===== src/rtl/interrupt_sequencer.sv =====
// Interrupt/reset entry sequencer: pushes PC and status, fetches the vector, loads PC.
// Ports: clk/rst, requests (res/nmi/irq), i_flag, instr_done, rdy, CPU state in, bus and PC control out.
module interrupt_sequencer (
  input  logic        clk,
  input  logic        rst,
  input  logic        res_req,
  input  logic        nmi_req,
  input  logic        irq_req,
  input  logic        i_flag,
  input  logic        instr_done,
  input  logic        rdy,
  input  logic [15:0] pc_in,
  input  logic [7:0]  p_in,
  input  logic [7:0]  sp_in,
  input  logic [7:0]  data_in,
  output logic        seq_active,
  output logic [15:0] addr_out,
  output logic [7:0]  data_out,
  output logic        rw,
  output logic        sp_dec,
  output logic        pc_load,
  output logic [15:0] pc_load_val,
  output logic        set_i
);

  typedef enum logic [2:0] {
    S_IDLE, S_RES_HOLD, S_PUSH_PCH, S_PUSH_PCL,
    S_PUSH_P, S_FETCH_VL, S_FETCH_VH, S_LOAD
  } state_t;

  typedef enum logic [1:0] {
    K_RES = 2'd0,
    K_NMI = 2'd1,
    K_IRQ = 2'd2
  } kind_t;

  state_t     state, state_nx;
  kind_t      kind, kind_nx;
  logic       nmi_pend, pend_nx;
  logic [7:0] sp_base, sp_nx;
  logic [7:0] vl, vl_nx, vh, vh_nx;
  logic [7:0] sp_m1, sp_m2;
  logic [15:0] vec;
  logic       go, wr, nmi_any;

  // Abort and stall both freeze sequencing side effects.
  assign go      = rdy & ~res_req;
  assign wr      = (kind != K_RES);
  assign nmi_any = nmi_pend | nmi_req;
  assign sp_m1   = sp_base - 8'd1;
  assign sp_m2   = sp_base - 8'd2;
  assign pc_load_val = {vh, vl};

  always_comb begin
    unique case (kind)
      K_NMI:   vec = 16'hFFFA;
      K_IRQ:   vec = 16'hFFFE;
      default: vec = 16'hFFFC;
    endcase
  end

  always_ff @(posedge clk) begin
    if (rst) begin
      state    <= S_RES_HOLD;
      kind     <= K_RES;
      nmi_pend <= 1'b0;
      sp_base  <= 8'h00;
      vl       <= 8'h00;
      vh       <= 8'h00;
    end else begin
      state    <= state_nx;
      kind     <= kind_nx;
      nmi_pend <= pend_nx;
      sp_base  <= sp_nx;
      vl       <= vl_nx;
      vh       <= vh_nx;
    end
  end

  always_comb begin
    state_nx   = state;
    kind_nx    = kind;
    pend_nx    = nmi_any;
    sp_nx      = sp_base;
    vl_nx      = vl;
    vh_nx      = vh;
    seq_active = 1'b1;
    addr_out   = 16'h0000;
    data_out   = 8'h00;
    rw         = 1'b0;
    sp_dec     = 1'b0;
    pc_load    = 1'b0;
    set_i      = 1'b0;
    unique case (state)
      S_IDLE: begin
        seq_active = 1'b0;
        if (go && instr_done) begin
          if (nmi_pend) begin
            state_nx = S_PUSH_PCH;
            kind_nx  = K_NMI;
            sp_nx    = sp_in;
          end else if (irq_req && !i_flag) begin
            state_nx = S_PUSH_PCH;
            kind_nx  = K_IRQ;
            sp_nx    = sp_in;
          end
        end
      end
      S_RES_HOLD: begin
        addr_out = pc_in;
        if (go) begin
          state_nx = S_PUSH_PCH;
          kind_nx  = K_RES;
          sp_nx    = sp_in;
        end
      end
      S_PUSH_PCH: begin
        addr_out = {8'h01, sp_base};
        data_out = pc_in[15:8];
        rw       = wr & go;
        sp_dec   = go;
        if (go) state_nx = S_PUSH_PCL;
      end
      S_PUSH_PCL: begin
        addr_out = {8'h01, sp_m1};
        data_out = pc_in[7:0];
        rw       = wr & go;
        sp_dec   = go;
        if (go) state_nx = S_PUSH_P;
      end
      S_PUSH_P: begin
        addr_out = {8'h01, sp_m2};
        // Pushed status has B clear and bit 5 set.
        data_out = (p_in | 8'h20) & 8'hEF;
        rw       = wr & go;
        sp_dec   = go;
        if (go) begin
          state_nx = S_FETCH_VL;
          // A late NMI steals a running IRQ sequence.
          if (kind == K_IRQ && nmi_any) kind_nx = K_NMI;
          if (kind_nx == K_NMI) pend_nx = 1'b0;
        end
      end
      S_FETCH_VL: begin
        addr_out = vec;
        if (go) begin
          vl_nx    = data_in;
          state_nx = S_FETCH_VH;
        end
      end
      S_FETCH_VH: begin
        addr_out = vec | 16'h0001;
        if (go) begin
          vh_nx    = data_in;
          state_nx = S_LOAD;
        end
      end
      S_LOAD: begin
        pc_load = go;
        set_i   = go;
        if (go) state_nx = S_IDLE;
      end
      default: state_nx = S_IDLE;
    endcase
    if (res_req) state_nx = S_RES_HOLD;
  end

endmodule

===== config.mk =====
export PLATFORM = sky130hd
export DESIGN_NAME = interrupt_sequencer
export DESIGN_NICKNAME = d
export VERILOG_FILES = /design/src/rtl/interrupt_sequencer.sv
export SDC_FILE = /design/constraint.sdc
export NUM_CORES = 1
export LEC_CHECK = 0
export BUFFER_PORTS_ARGS = -buffer_cell sky130_fd_sc_hd__buf_2
export CAP_MARGIN = 20
export CORE_ASPECT_RATIO = 0.5
export CORE_UTILIZATION = 48
export DETAILED_ROUTE_END_ITERATION = 16
export PLACE_DENSITY = 0.8
export SETUP_SLACK_MARGIN = 0.15
export SLEW_MARGIN = 5
export SYNTH_ARGS = -nofsm -noshare
export SYNTH_HDL_FRONTEND = slang
export SYNTH_SLANG_ARGS = --single-unit

===== constraint.sdc =====
create_clock -name clk -period 2 [get_ports clk]
set_clock_uncertainty 0.1 [all_clocks]
set_input_delay 0.2 -clock clk [delete_from_list [all_inputs] [get_ports clk]]
set_output_delay 0.2 -clock clk [all_outputs]
set_load 0.02 [all_outputs]

==> summary.md, run 1 <==
| Metric | Value |
|---|---|
| Pwr dens | between 500 and 600 nW/um^2 |
| Post-synth top area share | a little over a quarter |
| CTS tree | built |
| DIE AREA | just under 5000 um^2 |
| Endpoints failing hold | 0 |
| Multi-input gate area in the final layout | 1700 um^2 |
| FF/Latch Area | 623 um^2 |
| Setup violations, final | 6 |
| Via density | 6.25 |
| Core area | 4120 um^2 |
| CTS Buf Count | 5 |
| First-pass GRT wire length | 12300 um |
| Slew @ Worst Pin | 0.606 ns |
| Post-synthesis net count | around 350 |
| Max Cap Viol | 0 |
| Final Worst Setup Slack | -0.202 ns |
| Gr usage total | 31.9% |
| Post-layout nets | 471 |
| M2 GR Usage | 55.8% |
| Vias in the first global route | 2599 |
| Area contributors post-synth | dfxtp_1 27%, mux2i_1 11%, nand2b_1 5.7% |
| Cell variety after synth | 48 |
| Ys flop type | dfxtp_1 |
| CP max FO | 4 |
| Status | finished, violations left |
| Crit end category | output pin |
| Num ports | a little over 90 |
| Clock Sinks | 30 |
| Initial antenna violation count | 0 |
| Layout overhead on the synthesized area | 66.7% |
| FILL cells | 202 |
| Worst reg2reg path depth | 7 |
| RSZ-0062 raised after global routing | yes |
| Post-synthesis sequential area ratio | 27.4% |
| Failing checks | setup timing |
| Largest net degree at the start of global routing | 38 |
| EDFF count, synth | 0 |
| Leakage | ~1.7 nW |
| Asr flop ratio synth | 0% |
| Ant. Diodes | 0 |
| CP Launch Type | flip-flop |
| Peak VDD IR | 0.000409 V |
| Reg clk slew, reported paths | 0.06 ns |
| Reg-to-Reg Start | state[2]$_SDFFE_PP0P_ |
| Die Wd | 97.5 um |
| Slew headroom | roughly three fifths |
| CTS root buf | clkbuf_8 |
| Gr busiest metal | met2 |
| Most common cell after layout, fill and taps aside | buf_2 |
| Htree depth | 2 |
| Hold EP | state[2]$_SDFFE_PP0P_ |
| Setup CP Type | reg -> out |
| Post-route ant nets | 0 |
| Later-pin clock latency in the skew report | 0.28 ns |
| Starting Density | 53.1% |
| Hold Path Stages | 2 |
| Fmax | 454 MHz |
| Die Height | approximately 50 um |
| Final min period | 2.20 ns |
| Commonest non-fill, non-tap cells in the layout | 69 x buf_2, 43 x buf_4, 29 x nor2_1 |
| Worst path required time | 1.70 ns |
| Post-route DRC violation count | 0 |
| Leading area contributor after synthesis | dfxtp_1 |
| Post-CTS Hold Fix Bufs | 0 |
| Routing usage on met1 | 37.9% |
| Critical path arrival | 1.90 ns |
| GR Util met3 | 7.80% |
| DR pass1 iterations | 5 |
| R2R Path End | state[1]$_SDFFE_PP0P_ |
| Yosys reg bits | 30 |
| Wire per inst | 20.2 um |
| Final weighted congestion in routability-driven placement | 0.887 |
| YS warnings | 0 |
| Total Wirelength | 9510 um |
| DP Worst Slack | 0.0246 ns |
| Post-Syn Area | 2190 um^2 |
| Vias | ~2900 |
| Final Max Slew Viols | 0 |
| Worst hold path class | in -> reg |
| Mapped Cells | 291 |
| Max clock buf depth | 2 |
| Hpwl dp | slightly below 5000 um |
| Global route total overflow | 0 |
| Syn_area_per_cell | 7.52 um^2 |
| Hold WS | 0.0453 ns |
| Initial DRC Count | roughly 300 |
| Site Rows | 16 |
| HP Start | res_req |
| Final worst-path cycle share | 110% |
| Share of cells above drive strength 1 | 50.2% |
| IO Port Bufs | 90 |
| R2R Setup Slk | around 0.12 ns |
[cell type report]
class                   instances  share of cell area [%]
clock inverters                 2                    1.65
clock buffers                   6                    2.26
flip-flops and latches         30                    17.1
repair buffers                141                    29.0
inverters                      11                    1.51
multi-input cells             228                    46.7
well taps                      54                    1.85
[per-stage QoR]
stage	setup TNS, ns	utilization, %	instances	total power, mW	area, um^2
6_report	-0.627	88.5	472	1.97	3650
5_1_grt	-0.907	88.5	472	2.04	3650
4_1_cts	-0.144	80.2	460	1.87	3310
3_5_place_dp	0	68.0	435	1.04	2800
3_3_place_gp	0	68.0	435	1.03	2800
2_1_floorplan	0	-	291	0.884	2210
[per-layer routing]
| metal | share of wire, % | vias up | routed length (um) |
|---|---|---|---|
| met5 | 0 | - | 0 |
| met4 | 5.3 | 0 | 505 |
| met3 | 11 | 62 | 1010 |
| met2 | 45 | 265 | 4330 |
| met1 | 39 | 1340 | 3670 |
| li1 | - | 1282 | - |
[power breakdown]
group | total [mW] | internal [mW] | switching [mW]
registers | 0.633 | 0.610 | 0.0229
logic | 0.576 | 0.269 | 0.307
clock network | 0.765 | 0.531 | 0.234
total | 1.97 | 1.41 | 0.563
[worst max path at each step]
| stage | startpoint | end | slack, ns |
|---|---|---|---|
| floorplan | state[2]$_SDFFE_PP0P_ | rw | 0.08 |
| detailed placement | sp_base[1]$_SDFFE_PP0P_ | addr_out[7] | 0.02 |
| global placement | sp_base[1]$_SDFFE_PP0P_ | addr_out[7] | 0.1 |
| finish | sp_base[1]$_SDFFE_PP0P_ | addr_out[2] | -0.20 |
| CTS | sp_base[1]$_SDFFE_PP0P_ | addr_out[5] | -0.08 |
| global route | sp_base[1]$_SDFFE_PP0P_ | addr_out[2] | -0.21 |
[sequential cells by signal (all words and copies together) (netlist names)]
name,flops
vl,8
sp_base,8
vh,8
state,3
kind,2
nmi_pend,1
[cell usage after synthesis (all sizes together), types with 2 or more instances]
cell type and instances:
nor2 33, o311ai 2, nor3 8, mux2i 25
a211oi 2, o31ai 4, nor2b 4, o211ai 4
nand3b 3, clkbuf 8, nand3 4, a31oi 6
ha 6, nand2b 20, and3 2, a21boi 2
buf 14, o21ai 39, nand2 24, dfxtp 30
inv 11, or3b 2, a21oi 22, xnor2 2
[logic make-up after synthesis]
group	Yosys count	synth area share, %
AND/OR/NAND/NOR	107	25.3
AO/OA/AOI/OAI	88	24.9
buffers and inverters	33	6.74
flip-flops	30	27.4
multiplexers	25	11.4
adder cells (fa/ha/maj)	6	3.43
XOR/XNOR	2	0.800
[worst max-delay path: stages, from the launching register on]
cell and delay (ns):
dfxtp_2 0.34, inv_4 0.09, buf_4 0.12, buf_6 0.10
ha_4 0.16, nand2_2 0.06, xnor2_1 0.15, o221ai_1 0.27
o31a_1 0.21, buf_6 0.12
[repair_timing]
item                                    CTS  global route
buffers inserted                         16            12
cloned                                    1             0
resized for setup                        61            77
endpoints found under the setup margin   24            30
pin swaps                                13            15
Power figures use the tool's default switching activity.
==> run 2, diff against run 1 <==
CORE_UTILIZATION = 40   (was 48)
PLACE_DENSITY = 0.69   (was 0.8)
clock period = 2.6 ns   (was 2 ns; I/O delays follow)
==> summary.md, run 2 (same netlist as run 1, synthesis figures left out) <==
| Metric | Value |
|---|---|
| Sw frac | 28.0% (-0.49 points) |
| Post-layout nets | 432 (-8.3%) |
| Combinational fraction of design power | 22.8% (-6.4 points) |
| Final min period | 2.32 ns |
| Gr usage total | 20.7% (-11 points) |
| Initial DRC Count | 153 (-48%) |
| Die Height | 54.3 um (+9.2%) |
| Critical path arrival | 1.96 ns (+0.06 ns) |
| CTS tree | built |
| Final weighted congestion in routability-driven placement | 0.938 (+5.7%) |
| Later-pin clock latency in the skew report | 0.27 ns (about the same) |
| Max clock buf depth | 2 (unchanged) |
| Slew headroom | 49.1% (-11 points) |
| Core area | 5090 um^2 (+23%) |
| Global route total overflow | 0 (unchanged) |
| Reg clk slew, reported paths | 0.06 ns (about the same) |
| Max Cap Viol | 0 (unchanged) |
| Crit end category | output pin |
| Post-route ant nets | 0 (unchanged) |
| NetSw | 350 uW (-38%) |
| Htree depth | 2 (unchanged) |
| Seq pwr share | 39.2% (+7.1 points) |
| Biggest regs | sp_base x8, vh x8, vl x8 |
| Fmax | 431 MHz |
| Hpwl dp | 4540 um (-8.6%) |
| Via density | 5.31 (-15%) |
| Most common cell after layout, fill and taps aside | buf_2 |
| Die Wd | 107 um (+9.3%) |
| Slew @ Worst Pin | 0.763 ns (+0.158 ns) |
| Ant. Diodes | 0 (unchanged) |
| Initial antenna violation count | 0 (unchanged) |
| Peak VDD IR | 0.000296 V (-28%) |
| Vias | 2379 (-19%) |
| Setup CP Type | reg -> out |
| Setup TNS | 0 ns (+0.627 ns) |
| Vias in the first global route | 2050 (-21%) |
| CTS root buf | clkbuf_8 |
| CTS Buf Count | 5 (unchanged) |
| Endpoints failing hold | 0 (unchanged) |
| DR pass1 iterations | 4 (-1) |
| Final Max Slew Viols | 0 (unchanged) |
| Starting Density | 43.0% (-10 points) |
| Worst path required time | 2.24 ns (+0.54 ns) |
| DIE AREA | 5790 um^2 (+19%) |
| Setup violations, final | 0 (-6) |
| Clock power share | 38.1% (-0.7 points) |
| FILL cells | 493 (+140%) |
| Share of cells above drive strength 1 | 32.5% (-18 points) |
| Finished Layout Cells | 448 (-5.1%) |
| Int Pwr | 899 uW (-36%) |
| CP max FO | 21 (+17) |
| Leakage | 1.31 nW (-21%) |
| RSZ-0062 raised after global routing | no |
| Final worst-path cycle share | between 80% and 90% |
| CP Launch Type | flip-flop |
| Commonest non-fill, non-tap cells in the layout | 88 x buf_2, 32 x nor2_1, 29 x dfxtp_1 |
| Largest net degree at the start of global routing | 38 (unchanged) |
| Clock Sinks | 30 (unchanged) |
| Pwr dens | 439 nW/um^2 (-19%) |
| Layout overhead on the synthesized area | 29.9% |
| First-pass GRT wire length | 9330 um (-24%) |
| Num ports | 93 (unchanged) |
| Total Wirelength | 6080 um (-36%) |
| Post-CTS Hold Fix Bufs | 0 (unchanged) |
| Post-route DRC violation count | 0 (unchanged) |
| Site Rows | 18 (+2) |
| Status | finished, final reports clean |
| Placed Instances | 439 (+0.92%) |
| Worst hold path class | in -> reg |
| IO Port Bufs | 90 (unchanged) |
| Wire per inst | 13.6 um (-33%) |
==> run 2: changes by cell type in the layout (fill, tap and decap cells not counted), sizes merged <==
cell	before	now
bufbuf	1	0
inv	10	11
clkinvlp	1	0
bufinv	2	1
buf	140	102
==> run 2: worst max-delay path: stages, from the launching register on <==
cell      delay, ns
dfxtp_1        0.53
buf_4          0.35
o21ai_1        0.16
a21boi_0       0.21
o21ai_1        0.08
a31oi_1        0.18
buf_4          0.18
==> run 2: power by group through the flow <==
stage / Sequential [mW] / Clock [mW] / Combinational [mW]
5_1_grt: 0.491 / 0.511 / 0.311
4_1_cts: 0.488 / 0.485 / 0.279
2_1_floorplan: 0.491 / 0 / 0.185
3_5_place_dp: 0.498 / 0 / 0.277
3_3_place_gp: 0.498 / 0 / 0.272
6_report: 0.489 / 0.476 / 0.284
==> run 2: routing by layer <==
layer / vias to the layer above / track usage (%) / routed length [um]
li1: 1201 / - / -
met1: 1072 / 25.8 / 2900
met2: 100 / 35.2 / 2600
met3: 6 / 6.55 / 534
met4: 0 / 5.71 / 44
met5: - / 0 / 0
==> run 2: through the flow <==
stage | worst slack (ns) | power [mW] | utilization [%] | area [um^2] | hold slack, ns
after global routing | 0.151 | 1.31 | 55.9 | 2850 | 0.104
after detailed placement | 0.501 | 0.775 | 53.0 | 2700 | 0.363
final | 0.279 | 1.25 | 55.9 | 2850 | 0.114
after global placement | 0.542 | 0.769 | 53.0 | 2700 | 0.358
after CTS | 0.190 | 1.25 | 55.2 | 2810 | 0.0995
after floorplan | 0.424 | 0.676 | - | 2190 | 0.237
==> run 2: area by class of cell <==
| cell class | count | area [um^2] | area share [%] |
|---|---|---|---|
| well taps | 70 | 87.6 | 3.08 |
| inverters | 11 | 41.3 | 1.45 |
| repair buffers | 102 | 546 | 19.2 |
| clock inverters | 1 | 30.0 | 1.06 |
| flip-flops and latches | 30 | 602 | 21.2 |
| multi-input cells | 228 | 1460 | 51.2 |
| clock buffers | 6 | 82.6 | 2.90 |
==> run 2: worst paths after layout <==
path	start	end	slack, ns	cells past startpoint
worst min register to register	vl[3]$_SDFFE_PP0P_	vl[3]$_SDFFE_PP0P_	0.37	2
worst min-delay path	res_req	state[2]$_SDFFE_PP0P_	0.11	2
worst max register to register	state[2]$_SDFFE_PP0P_	kind[0]$_SDFFE_PP0P_	0.63	5
worst max-delay path	state[0]$_SDFFE_PP1P_	addr_out[7]	0.28	6
==> run 2: repair_timing <==
item | in CTS | in global routing
setup endpoints to repair | 0 | 3
gates resized for setup | 0 | 8
setup buffers | 0 | 2
==> run 3, diff against run 2 <==
CORE_UTILIZATION = 52   (was 40)
PLACE_DENSITY = 0.86   (was 0.69)
==> summary.md, run 3 (same netlist as run 1, synthesis figures left out) <==
| Metric | Value |
|---|---|
| Slew headroom | 47.1% (-2.0 points) |
| Num ports | 93 (unchanged) |
| Post-route DRC violation count | 0 (unchanged) |
| R2R Path End | vl[0]$_SDFFE_PP0P_ |
| Reg-to-Reg Start | state[0]$_SDFFE_PP1P_ |
| Most common cell after layout, fill and taps aside | buf_2 |
| CTS root buf | clkbuf_8 |
| Die Wd | 93.8 um (-12%) |
| Max clock buf depth | 2 (unchanged) |
| Clock power share | 37.9% (-0.2 points) |
| Fmax | 412 MHz (-4.3%) |
| Biggest regs | sp_base x8, vh x8, vl x8 |
| Hpwl dp | 4670 um (+2.7%) |
| Initial DRC Count | 121 (-21%) |
| Final Worst Setup Slack | 0.174 ns (-0.105 ns) |
| Starting Density | 55.2% (+12 points) |
| Ant. Diodes | 0 (unchanged) |
| Crit end category | output pin |
| Largest net degree at the start of global routing | 38 (unchanged) |
| Wire per inst | 14.7 um (+8.5%) |
| Hold EP | state[2]$_SDFFE_PP0P_ |
| Critical path arrival | 2.07 ns (+0.11 ns) |
| Clock Sinks | 30 (unchanged) |
| Final weighted congestion in routability-driven placement | 0.929 (-0.90%) |
| First-pass GRT wire length | 9220 um (-1.2%) |
| Multi-input gate area in the final layout | 1450 um^2 (-0.69%) |
| CTS tree | built |
| Vias | 2501 (+5.1%) |
| DR pass1 iterations | 6 (+2) |
| Leakage | 1.30 nW (-1.3%) |
| R2R Setup Slk | 0.55 ns (-0.08 ns) |
| Combinational fraction of design power | 23.0% (+0.2 points) |
| Status | finished, final reports clean |
| Layout overhead on the synthesized area | 27.3% |
| Slew @ Worst Pin | 0.793 ns (+0.0297 ns) |
| FILL cells | 319 (-35%) |
| Site Rows | 16 (-2) |
| Final Max Slew Viols | 0 (unchanged) |
| Initial antenna violation count | 0 (unchanged) |
| IO Port Bufs | 90 (unchanged) |
| Total Wirelength | 6320 um (+3.9%) |
| Worst path required time | 2.24 ns (about the same) |
| CTS Buf Count | 5 (unchanged) |
| Pwr dens | 447 nW/um^2 (+1.7%) |
| DIE AREA | 4490 um^2 (-22%) |
| Setup TNS | 0 ns (unchanged) |
| NetSw | 350 uW (about the same) |
| Post-CTS setup buffers | 0 (unchanged) |
| Peak VDD IR | 0.000385 V (+30%) |
| Setup CP Type | reg -> out |
| Worst hold path class | in -> reg |
| Commonest non-fill, non-tap cells in the layout | 90 x buf_2, 32 x nor2_1, 29 x dfxtp_1 |
| FF/Latch Area | 602 um^2 (unchanged) |
| Die Height | 47.9 um (-12%) |
| Worst reg2reg path depth | 6 (+1) |
| Post-layout nets | 429 (-0.69%) |
| Int Pwr | 894 uW (-0.49%) |
| Vias in the first global route | 2082 (+1.6%) |
| Hold Path Stages | 2 (unchanged) |
| Endpoints failing hold | 0 (unchanged) |
| HP Start | res_req |
| Max Cap Viol | 0 (unchanged) |
| Via density | 5.83 (+9.8%) |
| CP Launch Type | flip-flop |
| Post-route ant nets | 0 (unchanged) |
| Gr usage total | 27.0% (+6.3 points) |
| Post-CTS Hold Fix Bufs | 0 (unchanged) |
| Final min period | 2.43 ns (+0.105 ns) |
| Htree depth | 2 (unchanged) |
| Seq pwr share | 39.1% (about the same) |
| Share of cells above drive strength 1 | 30.9% (-1.6 points) |
| Later-pin clock latency in the skew report | 0.27 ns (about the same) |
| Core area | 3960 um^2 (-22%) |
| Setup violations, final | 0 (unchanged) |
| Total power | 1.24 mW (-0.35%) |
| CP max FO | 6 (-71%) |
| RSZ-0062 raised after global routing | yes |
| Final worst-path cycle share | 93.3% (+4.1 points) |
| Reg clk slew, reported paths | 0.06 ns (about the same) |
| Global route total overflow | 0 (unchanged) |
| Sw frac | 28.1% (+0.10 points) |
| DP Worst Slack | 0.465 ns (-0.0356 ns) |
run 3: cell count changes in the layout (fill, tap and decap cells not counted):
cell and change:
buf_4 -5, buf_2 +2, inv_1 +2, inv_2 -2
ha_1 +1, ha_2 -1, o311ai_1 +1, o311ai_2 -1
run 3: repair_timing:
action                                 4_1_cts  5_1_grt
setup endpoints to repair                    0        2
gates resized for setup                      0        2
endpoints found under the hold margin        0        0
run 3: layout make-up:
| type | instances | area share [%] |
|---|---|---|
| clock buffer | 6 | 2.96 |
| multi-input combinational | 228 | 51.9 |
| clock inverter | 1 | 1.08 |
| sequential | 30 | 21.6 |
| timing repair buffer | 99 | 18.6 |
| inverter | 11 | 1.48 |
| tap | 54 | 2.42 |
run 3: worst max-delay path by stage:
stage,slack (ns),from,endpoint,cells after the start
after floorplan,0.42,state[2]$_SDFFE_PP0P_,rw,5
final,0.17,sp_base[1]$_SDFFE_PP0P_,addr_out[7],7
after global routing,0.09,sp_base[1]$_SDFFE_PP0P_,addr_out[7],7
after detailed placement,0.47,sp_base[1]$_SDFFE_PP0P_,addr_out[7],7
after global placement,0.53,state[2]$_SDFFE_PP0P_,addr_out[7],5
after CTS,0.15,sp_base[1]$_SDFFE_PP0P_,addr_out[7],7
run 3: critical path, stage by stage, from the launching register on:
cell and delay, ns:
dfxtp_1 0.35, inv_1 0.17, ha_1 0.26, or3b_1 0.41, nor3_2 0.16, o21ai_1 0.09
a31oi_1 0.16, buf_2 0.20
run 3: power groups by stage:
stage	registers (mW)	clock network (mW)	logic [mW]
2_1_floorplan	0.491	0	0.185
3_3_place_gp	0.495	0	0.269
3_5_place_dp	0.496	0	0.280
4_1_cts	0.486	0.478	0.282
5_1_grt	0.487	0.498	0.310
6_report	0.487	0.472	0.286
run 3: stage by stage:
stage	hold slack (ns)	cell area (um^2)	util, %	cells
6_report	0.0997	2790	70.3	429
5_1_grt	0.114	2790	70.3	429
4_1_cts	0.0949	2780	70.2	429
3_5_place_dp	0.367	2670	67.3	422
3_3_place_gp	0.360	2670	67.3	422
2_1_floorplan	0.237	2190	-	291
run 3: per-layer routing:
layer / GRT usage, % / vias to the layer above / wire [um]
met5: 0 / - / 0
met3: 9.37 / 12 / 734
met2: 49.5 / 156 / 2930
li1: - / 1192 / -
met1: 31.7 / 1141 / 2600
met4: 6.15 / 0 / 56
